--- config.mk ---
export PLATFORM = sky130hd
export DESIGN_NAME = debug_dump_sequencer_flat
export DESIGN_NICKNAME = d
export VERILOG_FILES = /design/src/rtl/debug_pkg.sv /design/src/rtl/debug_dump_sequencer_if.sv /design/src/rtl/dump_addr_counter.sv /design/src/rtl/debug_dump_sequencer.sv /design/src/flat_wrapper.sv
export SDC_FILE = /design/constraint.sdc
export NUM_CORES = 1
export LEC_CHECK = 0
export ABC_CLOCK_PERIOD_IN_PS = 6200
export CAP_MARGIN = 20
export CORE_ASPECT_RATIO = 1.4
export CORE_MARGIN = 2
export CORE_UTILIZATION = 30
export CTS_CLUSTER_SIZE = 24
export DETAILED_ROUTE_END_ITERATION = 10
export PLACE_DENSITY_LB_ADDON = 0.3
export SLEW_MARGIN = 40
export SYNTH_ARGS = -nofsm -noshare
export SYNTH_HDL_FRONTEND = slang
export SYNTH_SLANG_ARGS = --single-unit
--- constraint.sdc ---
create_clock -name clk -period 6.2 [get_ports clk]
set_input_delay 0.93 -clock clk [delete_from_list [all_inputs] [get_ports clk]]
set_output_delay 0.93 -clock clk [all_outputs]
set_load 0.05 [all_outputs]
--- src/rtl/debug_pkg.sv ---
// Shared types for the debug dump sequencer: FSM state encoding, frame
// sections and the default frame length.
package debug_pkg;

    typedef enum logic [2:0] {
        IDLE,
        LOAD,
        SEND,
        WAIT_TX,
        DONE
    } state_t;

    typedef enum logic [2:0] {
        PC,
        CLK,
        RB,
        DM,
        CSUM
    } section_t;

    // PC + clock count + 32 registers + 16 data-memory words.
    localparam int DEFAULT_FRAME_WORDS = 2 + 32 + 16;

    function automatic int frame_words(input int bank_size, input int dm_words,
                                       input int csum_words);
        return 2 + bank_size + dm_words + csum_words;
    endfunction

endpackage

--- src/rtl/debug_dump_sequencer_if.sv ---
// Read bus (register bank, data memory) and UART transmit handshake of the
// debug dump sequencer. master = sequencer side, slave = memories/UART side.
interface debug_dump_sequencer_if #(
    parameter int DATA_WIDTH     = 32,
    parameter int RBITS          = 5,
    parameter int DM_ADDR_LENGTH = 32
);
    logic [RBITS-1:0]          RB_Addr;
    logic [DATA_WIDTH-1:0]     RB_Data;
    logic [DM_ADDR_LENGTH-1:0] DM_Addr;
    logic [DATA_WIDTH-1:0]     DM_Data;
    logic [DATA_WIDTH-1:0]     tx_Data;
    logic                      tx_start;
    logic                      tx_done;

    modport master (
        output RB_Addr, DM_Addr, tx_Data, tx_start,
        input  RB_Data, DM_Data, tx_done
    );

    modport slave (
        input  RB_Addr, DM_Addr, tx_Data, tx_start,
        output RB_Data, DM_Data, tx_done
    );
endinterface

--- src/rtl/dump_addr_counter.sv ---
// Word index of the dump frame, decoded into the frame section and the
// register-bank / data-memory read addresses.
module dump_addr_counter
    import debug_pkg::*;
#(
    parameter int RBITS          = 5,
    parameter int BANK_SIZE      = 32,
    parameter int DM_ADDR_LENGTH = 32,
    parameter int DM_DUMP_WORDS  = 16,
    parameter int IDX_W          = 6
) (
    input  logic                      clk,
    input  logic                      rst,
    input  logic                      clear,
    input  logic                      advance,
    output logic [IDX_W-1:0]          index,
    output section_t                  section,
    output logic [RBITS-1:0]          rb_addr,
    output logic [DM_ADDR_LENGTH-1:0] dm_addr
);
    localparam logic [IDX_W-1:0] RB_BASE   = IDX_W'(2);
    localparam logic [IDX_W-1:0] DM_BASE   = IDX_W'(2 + BANK_SIZE);
    localparam logic [IDX_W-1:0] CSUM_BASE = IDX_W'(2 + BANK_SIZE + DM_DUMP_WORDS);

    // NOTE: sequential state is written only with non-blocking assignments so
    // every reader sees the pre-edge value regardless of process order.
    always_ff @(posedge clk) begin
        if (rst || clear) begin
            index <= '0;
        end else if (advance) begin
            index <= index + IDX_W'(1);
        end
    end

    // With DM_DUMP_WORDS = 0 the DM range is empty, so RB runs straight into
    // the end of the frame (or the checksum word).
    always_comb begin
        section = CSUM;
        if (index == '0) begin
            section = PC;
        end else if (index == IDX_W'(1)) begin
            section = CLK;
        end else if (index < DM_BASE) begin
            section = RB;
        end else if (index < CSUM_BASE) begin
            section = DM;
        end
    end

    assign rb_addr = (section == RB) ? RBITS'(index - RB_BASE) : '0;
    assign dm_addr = (section == DM) ? DM_ADDR_LENGTH'(index - DM_BASE) : '0;

endmodule

--- src/rtl/debug_dump_sequencer.sv ---
// Streams PC, clock count, the register bank and a data-memory window out
// through a word-wide UART handshake. Optional trailing XOR word: DUMP_CHECKSUM_EN.
module debug_dump_sequencer
    import debug_pkg::*;
#(
    parameter int DATA_WIDTH     = 32,
    parameter int RBITS          = 5,
    parameter int BANK_SIZE      = 32,
    parameter int DM_ADDR_LENGTH = 32,
    parameter int DM_DUMP_WORDS  = 16
) (
    input  logic                   clk,
    input  logic                   rst,
    input  logic                   dump_start,
    input  logic [DATA_WIDTH-1:0]  current_pc,
    input  logic [DATA_WIDTH-1:0]  clock_count,
    debug_dump_sequencer_if.master bus,
    output logic                   busy,
    output logic                   dump_done
);
`ifdef DUMP_CHECKSUM_EN
    localparam int CSUM_WORDS = 1;
`else
    localparam int CSUM_WORDS = 0;
`endif
    localparam int FRAME_WORDS = frame_words(BANK_SIZE, DM_DUMP_WORDS, CSUM_WORDS);
    // One spare code so the index never wraps even if stepped past the end.
    localparam int IDX_W = $clog2(FRAME_WORDS + 1);
    localparam logic [IDX_W-1:0] LAST_IDX = IDX_W'(FRAME_WORDS - 1);

    state_t                state, state_next;
    section_t              section;
    logic [IDX_W-1:0]      index;
    logic                  last;
    logic                  idx_clear;
    logic                  idx_advance;
    logic [DATA_WIDTH-1:0] word_sel;

    dump_addr_counter #(
        .RBITS          (RBITS),
        .BANK_SIZE      (BANK_SIZE),
        .DM_ADDR_LENGTH (DM_ADDR_LENGTH),
        .DM_DUMP_WORDS  (DM_DUMP_WORDS),
        .IDX_W          (IDX_W)
    ) u_addr_counter (
        .clk     (clk),
        .rst     (rst),
        .clear   (idx_clear),
        .advance (idx_advance),
        .index   (index),
        .section (section),
        .rb_addr (bus.RB_Addr),
        .dm_addr (bus.DM_Addr)
    );

    assign last = (index == LAST_IDX);

    always_ff @(posedge clk) begin
        if (rst) begin
            state <= IDLE;
        end else begin
            state <= state_next;
        end
    end

    // NOTE: every always_comb output gets a default first, so no path can
    // leave a signal unassigned and infer a latch.
    always_comb begin
        state_next  = state;
        idx_clear   = 1'b0;
        idx_advance = 1'b0;
        case (state)
            IDLE: begin
                if (dump_start) begin
                    state_next = LOAD;
                    idx_clear  = 1'b1;
                end
            end
            LOAD:    state_next = SEND;
            SEND:    state_next = WAIT_TX;
            WAIT_TX: begin
                if (bus.tx_done) begin
                    if (last) begin
                        state_next = DONE;
                    end else begin
                        state_next  = LOAD;
                        idx_advance = 1'b1;
                    end
                end
            end
            DONE: begin
                state_next = IDLE;
                idx_clear  = 1'b1;
            end
            default: state_next = IDLE;
        endcase
    end

`ifdef DUMP_CHECKSUM_EN
    logic [DATA_WIDTH-1:0] csum;

    always_ff @(posedge clk) begin
        if (rst || (state == IDLE && dump_start)) begin
            csum <= '0;
        end else if (state == SEND && section != CSUM) begin
            csum <= csum ^ word_sel;
        end
    end
`endif

    always_comb begin
        word_sel = '0;
        case (section)
            PC:  word_sel = current_pc;
            CLK: word_sel = clock_count;
            RB:  word_sel = bus.RB_Data;
            DM:  word_sel = bus.DM_Data;
            default: begin
`ifdef DUMP_CHECKSUM_EN
                word_sel = csum;
`endif
            end
        endcase
    end

    // Word and strobe leave SEND together, so tx_Data is already valid
    // while tx_start is high and stays put for the whole WAIT_TX.
    always_ff @(posedge clk) begin
        if (rst) begin
            bus.tx_Data  <= '0;
            bus.tx_start <= 1'b0;
        end else begin
            bus.tx_start <= (state == SEND);
            if (state == SEND) begin
                bus.tx_Data <= word_sel;
            end
        end
    end

    assign busy      = (state == LOAD) || (state == SEND) || (state == WAIT_TX);
    assign dump_done = (state == DONE);

endmodule

--- src/flat_wrapper.sv ---
// flat-port wrapper written by rule: the top's interface ports become plain ports
module debug_dump_sequencer_flat import debug_pkg::*;
#(
    parameter int DATA_WIDTH     = 32,
    parameter int RBITS          = 5,
    parameter int BANK_SIZE      = 32,
    parameter int DM_ADDR_LENGTH = 32,
    parameter int DM_DUMP_WORDS  = 16
)
  (clk, rst, dump_start, current_pc, clock_count, busy, dump_done, bus_RB_Addr, bus_DM_Addr, bus_tx_Data, bus_tx_start, bus_RB_Data, bus_DM_Data, bus_tx_done);
  debug_dump_sequencer_if #(.DATA_WIDTH(DATA_WIDTH), .RBITS(RBITS), .DM_ADDR_LENGTH(DM_ADDR_LENGTH)) bus_i ();
  input  logic clk;
  input  logic rst;
  input  logic dump_start;
  input  logic [DATA_WIDTH-1:0] current_pc;
  input  logic [DATA_WIDTH-1:0] clock_count;
  output logic busy;
  output logic dump_done;
  output wire logic [$bits(bus_i.RB_Addr)-1:0] bus_RB_Addr;
  output wire logic [$bits(bus_i.DM_Addr)-1:0] bus_DM_Addr;
  output wire logic [$bits(bus_i.tx_Data)-1:0] bus_tx_Data;
  output wire logic [$bits(bus_i.tx_start)-1:0] bus_tx_start;
  input wire logic [$bits(bus_i.RB_Data)-1:0] bus_RB_Data;
  input wire logic [$bits(bus_i.DM_Data)-1:0] bus_DM_Data;
  input wire logic [$bits(bus_i.tx_done)-1:0] bus_tx_done;
  assign bus_RB_Addr = bus_i.RB_Addr;
  assign bus_DM_Addr = bus_i.DM_Addr;
  assign bus_tx_Data = bus_i.tx_Data;
  assign bus_tx_start = bus_i.tx_start;
  assign bus_i.RB_Data = bus_RB_Data;
  assign bus_i.DM_Data = bus_DM_Data;
  assign bus_i.tx_done = bus_tx_done;
  debug_dump_sequencer #(.DATA_WIDTH(DATA_WIDTH), .RBITS(RBITS), .BANK_SIZE(BANK_SIZE), .DM_ADDR_LENGTH(DM_ADDR_LENGTH), .DM_DUMP_WORDS(DM_DUMP_WORDS)) u_core (.clk(clk), .rst(rst), .dump_start(dump_start), .current_pc(current_pc), .clock_count(clock_count), .bus(bus_i), .busy(busy), .dump_done(dump_done));
endmodule
=== Word-level counts from Yosys, hierarchy flattened ===
Cells that the tools add are included.

* Output and inout port bits: 72
* Bits in registers: 42
* Memory bits (read-only): 0
* RAM bits: 0
* Memories: 0
* Input port bits: 132
* Logic and storage cells: 43
* Latch bits: 0

* Div/mod/pow operators: 0
* $add $sub $neg: 3
* Bitwise logic cells: 0
* Multiply operators: 0
* Eq/ne operators: 11
* Shift operators: 0
* Magnitude comparators: 2
* Reductions and logical operators: 7
* Mux-type cells: 16

{| class="wikitable"
|+ Operator list
! kind !! number
|-
| 32-bit case mux with 4 select lines || 1
|-
| 32-bit 2-to-1 mux || 1
|-
| 3-bit 2-to-1 mux || 7
|-
| 3-bit by 2-bit equality test with 1-bit output (second input constant) || 4
|-
| 6-bit less-than comparator (second input constant) || 2
|-
| 3-bit case mux with 4 select lines || 1
|-
| 6-bit by 6-bit subtractor with 7-bit output (second input constant) || 1
|-
| 6-bit by 1-bit adder with 6-bit output (second input constant) || 1
|-
| 3-bit by 1-bit equality test with 1-bit output (second input constant) || 2
|-
| 6-bit by 1-bit equality test with 1-bit output (second input constant) || 1
|-
| 6-bit equality test (second input constant) || 1
|-
| 3-bit zero test || 2
|-
| 6-bit zero test || 1
|-
| 5-bit 2-to-1 mux || 1
|-
| 5-bit by 2-bit subtractor with 5-bit output (second input constant) || 1
|-
| 1-bit 2-to-1 mux || 4
|-
| 2-bit != test (second input constant) || 2
|-
| 3-bit equality test (second input constant) || 1
|-
| 1-bit logical OR || 3
|-
| 1-bit case mux with 2 select lines || 1
|-
| 2-bit AND reduction || 1
|}

=== Depth between registers and ports, before layout ===
* Depth after elaboration: 7
* Gate-level depth with buffers: 8
* Depth with buffers taken out: 6

=== Cells and area by module ===
From an unflattened synthesis, not the netlist that was laid out.

* Cells, all modules: 293
* Area total of the unflattened synthesis: 2,890.3 µm²

{| class="wikitable"
|+ Modules (own cells, without submodules)
! module !! area each (µm²) !! sequential area each (µm²) !! cells each !! times used
|-
| debug_dump_sequencer || 2,203.4 || 720.7 || 205 || 1
|-
| dump_addr_counter || 686.9 || 120.1 || 88 || 1
|}

=== Worst setup path after synthesis ===
Ideal clock, no wire load.

* Kind: register to output
* Start point: register u_core.u_addr_counter.index[2]
* End point: output port bus_DM_Addr[10]
* Required time: 5.270 ns
* Arrival: 4.888 ns
* Cell stages (with the launch flop): 5
* Setup slack: 0.382 ns
* Path buffers: 1
* Cell sequence: dfxtp_1 > inv_1 > ha_1 > nor4b_1 > buf_4

* Longest elaborated chain between the ends: 7
* Elaborated cells on any way between the ends: 11
* Classes of those cells: 1 x add/sub; 2 x order compare; 2 x eq/ne; 5 x mux; 1 x reduce/logical

{| class="wikitable"
|+ Ends and longest elaborated chain
! what !! line !! RTL
|-
| start, declared || dump_addr_counter.sv:16 || <nowiki>output logic [IDX_W-1:0] index,</nowiki>
|-
| start signal, assigned || dump_addr_counter.sv:31 || <nowiki>index <= index + IDX_W'(1);</nowiki>
|-
| 6-bit less-than comparator || dump_addr_counter.sv:45 || <nowiki>end else if (index < CSUM_BASE) begin</nowiki>
|-
| 3-bit 2-to-1 mux || dump_addr_counter.sv:45 ||
|-
| 3-bit 2-to-1 mux || dump_addr_counter.sv:43 || <nowiki>end else if (index < DM_BASE) begin</nowiki>
|-
| 3-bit 2-to-1 mux || dump_addr_counter.sv:41 || <nowiki>end else if (index == IDX_W'(1)) begin</nowiki>
|-
| 3-bit 2-to-1 mux || dump_addr_counter.sv:39 || <nowiki>if (index == '0) begin</nowiki>
|-
| 3-bit by 2-bit equality test with 1-bit output || dump_addr_counter.sv:51 || <nowiki>assign dm_addr = (section == DM) ? DM_ADDR_LENGTH'(index - DM_BASE) : '0;</nowiki>
|-
| 32-bit 2-to-1 mux * || dump_addr_counter.sv:51 ||
|-
| end, declared || flat_wrapper.sv:20 || <nowiki>output wire logic [$bits(bus_i.DM_Addr)-1:0] bus_DM_Addr;</nowiki>
|}

Every way passes the cells marked *; elsewhere a longest branch is shown, timed or not.

=== Final worst setup path ===
* Start point: register u_core.u_addr_counter.index[1]
* End point: output port bus_RB_Addr[4]

* Longest elaborated chain between the ends: 7
* Elaborated cells on any way between the ends: 11
* Classes of those cells: 1 x add/sub; 2 x order compare; 2 x eq/ne; 5 x mux; 1 x reduce/logical

{| class="wikitable"
|+ Ends and longest elaborated chain
! what !! line !! RTL
|-
| 6-bit less-than comparator || dump_addr_counter.sv:45 ||
|-
| 3-bit 2-to-1 mux || dump_addr_counter.sv:45 ||
|-
| 3-bit 2-to-1 mux || dump_addr_counter.sv:43 ||
|-
| 3-bit 2-to-1 mux || dump_addr_counter.sv:41 ||
|-
| 3-bit 2-to-1 mux || dump_addr_counter.sv:39 ||
|-
| 3-bit by 2-bit equality test with 1-bit output || dump_addr_counter.sv:50 || <nowiki>assign rb_addr = (section == RB) ? RBITS'(index - RB_BASE) : '0;</nowiki>
|-
| 5-bit 2-to-1 mux * || dump_addr_counter.sv:50 ||
|-
| end, declared || flat_wrapper.sv:19 || <nowiki>output wire logic [$bits(bus_i.RB_Addr)-1:0] bus_RB_Addr;</nowiki>
|}

Marks and branches as above.

==> impl_metrics.py <==
metrics = {
    "synthesis": {
        "synth.mux.area_fraction": 0.003607,
        "synth-adder-area-share": 0.02254,
        "yosys_register_bits": 42,
        "synthXorXnorAreaFrac": 0.01578,
        "mappedNetlistNets": 469,
        "synth_warnings": 0,
        "synth_compound_area_frac": 0.3499,
        "synth_top_flop_cell": "dfxtp_1",
        "synth-edff-count": 0,
        "synth_largest_area_cell": "dfxtp_1",
        "fraction_of_the_mapped_netlist_area_in_simple_logic_gates": 0.1569,
        "netlist_top_cells_count": "a22oi_1 (54), dfxtp_1 (42), nand3_1 (36)",
        "synth_top_cells_by_area": "dfxtp_1 (30%), a22oi_1 (15%), a31oi_1 (7.7%), buf_4 (7.3%), nand3_1 (6.5%)",
        "synth_top_family_by_area": "compound AO/OA/AOI/OAI gates",
        "synth_sequential_area_ratio": 0.3030,
        "post-synth-top-count-cell": "a22oi_1",
        "yosys.area.top_type_share": 0.3030,
        "synthesis.instances": 332,
        "synth_area_per_cell_um2": 8.359,
        "yosys.cell_types.count": 41,
        "post_synth_instance_area_mm2": 0.002775,
        "postSynth.asyncResetShare": 0,
    },
    "worst_setup_path": {
        "worstSetupEndpointType": "output pin",
        "required_ns": 5.27,
        "cpMaxStageDelayCell": "clkdlybuf4s50_1",
        "cp_launch_type": "flop",
        "timing.critical_path.arrival_ns": 3.36,
        "crit_fanout": 34,
        "peak_per_stage_delay_on_the_critical_path_ns": 0.82,
        "chain_of_cells_forming_the_critical_path": "inv_1, ha_1, buf_4, or2_1, a22oi_4, buf_16, a21boi_1, clkdlybuf4s50_1",
        "critPathTopFamily": "buffers and inverters",
        "crit_type": "reg2out",
        "crit_buf_inv": 4,
    },
    "timing": {
        "final_min_period_over_clock_period": 0.6912,
        "maxSlewViolCount": 0,
        "final_count_of_hold_timing_violations": 0,
        "finalSetupTns_ns": 0,
        "slew_headroom": 0.4968,
        "grt_setup_unrepaired": "no",
        "max_freq_ghz": 0.2333,
        "final.min_clock_period_ns": 4.286,
        "timing_worst_slew_pin_value_ns": 0.7548,
        "postLayoutSetupSlackWorst_ns": 1.914,
        "setup_viol_count_final": 0,
        "skew_ns": 0.002585,
    },
    "route": {
        "post-route-drc-count": 0,
        "postRouteWirelength_um": 9760,
        "wire_per_inst_um": 16.29,
        "initialDrtViolationCount": 140,
        "per_cell_via_count_in_the_routed_design": 5.351,
        "drt.antenna.violating_nets": 0,
        "drtPass1Iterations": 5,
        "vias": 3205,
    },
    "cts": {
        "clk_transition_reported_paths_ns": 0.06,
        "number_of_buffers_added_for_setup_after_cts": 0,
        "max-clock-path-buffers": 2,
        "clock_tree_from_tritoncts": "yes",
        "numClockSinks": 42,
        "hold_buffers": 0,
        "worstSkewPairLatency_ns": 0.27,
        "ctsHtreeMaxLevel": 2,
        "cts-resized-gates": 0,
        "cts_buffers": 5,
        "clock-root-buffer": "clkbuf_16",
    },
    "cells_and_area": {
        "net_total_in_the_final_layout": 629,
        "post_route_cells_drive_above_1_share": 0.06301,
        "final_core_util": 0.5283,
        "syn_to_final_growth_pct": 71.87,
        "layout.filler_cells": 882,
        "diodes": 0,
    },
    "power_and_ir_drop": {
        "power_density_mw_per_mm2": 157.8,
        "power.switching_uw": 206.8,
        "power.share.switching": 0.2747,
        "power_uw": 752.8,
        "internal-power_uw": 546.0,
        "sequentialPowerShare": 0.389,
        "static-leakage-power_uw": 0.001617,
        "clockPowerShare": 0.320,
        "pwr-share-comb": 0.291,
        "max-vdd-ir-drop_uv": 125.3,
    },
    "global_route": {
        "grt_use_met2": 0.3569,
        "top_usage_layer": "met2",
        "grt_first_pass_wirelength_um": 15460,
        "grt_use_met3": 0.03857,
        "first_global_vias": 3144,
        "antenna_found_initial": 0,
        "met1_usage": 0.2113,
        "grt_use_total": 0.1869,
        "grt_overflow": 0,
        "grt_start_max_net_pins": 35,
    },
    "hold_path": {
        "hold_class": "reg2reg",
    },
    "floorplan": {
        "floorplan.die_area_mm2": 0.01005,
        "fp.dieW_um": 85.29,
        "die_height_um": 117.8,
        "floorplan.core_area_mm2": 0.009029,
        "design.portCount": 204,
        "effective_utilization_at_floorplan": 0.3074,
        "core.rowCount": 41,
    },
    "outcome": {
        "status": "complete, no violations",
    },
    "placed_design": {
        "io_buffer_count": 202,
        "dp_hpwl_um": 7268,
        "place.gp.congestion": 0.8227,
        "place_ws_ns": 2.184,
    },
    "flow_run": {
        "timing.max_cap.violations": 0,
    },
}
==> worst reg2reg max path, cell delays in order, from the launching register on <==
cell     delay, ns
dfxtp_1       0.41
nor4_4        0.28
buf_4         0.40
and3b_1       0.69
buf_4         0.37
a22oi_1       0.13
a31oi_1       0.21
==> area by class of cell <==
| class | instances | area, µm² | area share |
|---|---|---|---|
| clock buffer | 7 | 132.6 | 0.02781 |
| multi-input combinational | 229 | 1545 | 0.3240 |
| inverter | 4 | 15.01 | 0.003148 |
| tap | 107 | 133.9 | 0.02807 |
| timing repair buffer | 210 | 2102 | 0.4407 |
| sequential | 42 | 840.8 | 0.1763 |
==> final timing paths <==
check,start,end,slack [ns],cells past startpoint
max,u_core.u_addr_counter.index[1],bus_RB_Addr[4],1.91,8
min,u_core.bus.tx_Data[3],u_core.bus.tx_Data[3],0.56,2
max reg2reg,u_core.u_addr_counter.index[3],u_core.bus.tx_Data[16],3.64,6
min reg2reg,u_core.bus.tx_Data[3],u_core.bus.tx_Data[3],0.56,2
==> cell usage in the layout (no fill, tap or decap), drive strengths merged, types with 7 or more instances in the layout <==
master	netlist	layout
clkbuf	17	7
nand3	36	36
buf	40	8
dfxtp	42	42
o21ai	33	33
a22oi	65	65
nor2	15	15
a31oi	34	34
clkdlybuf4s50	0	202
==> registers in the layout, summed over array words and instances, names as in the netlist <==
name	flops
u_core.u_addr_counter.index	6
u_core.state	3
u_core.bus.tx_start	1
u_core.bus.tx_Data	32
==> cells by family (layout without fill, tap and decap cells) <==
logic type / Yosys count / count (layout)
buffers and inverters: 61 / 221
DFF: 42 / 42
AOI/OAI and AO/OA: 138 / 138
adders and majority gates: 5 / 5
xor gates and xnor gates: 5 / 5
and+or+nand+nor: 79 / 79
muxes: 1 / 1
other: 1 / 1
==> through the flow <==
| step | hold slack, ns | area, µm² | cells |
|---|---|---|---|
| 6_report | 0.5570 | 4770 | 599 |
| 5_1_grt | 0.5789 | 4770 | 599 |
| 4_1_cts | 0.5570 | 4770 | 599 |
| 3_5_place_dp | 0.5412 | 4637 | 592 |
| 3_3_place_gp | 0.5369 | 4609 | 591 |
| 2_1_floorplan | 0.4987 | 2775 | 332 |
==> power groups by stage <==
stage	sequential (µW)	combinational, µW	clock [µW]
6_report	293	219	241
5_1_grt	295	235	259
4_1_cts	293	221	250
3_5_place_dp	298	220	0
3_3_place_gp	298	218	0
2_1_floorplan	335	57.9	0
==> metal layers <==
metal	up-vias	share of wire
met1	1469	0.38
met3	4	0.083
met2	171	0.53
met5	-	0
met4	0	0.0051
li1	1561	-
No activity file was read; power rests on OpenSTA's default activity.
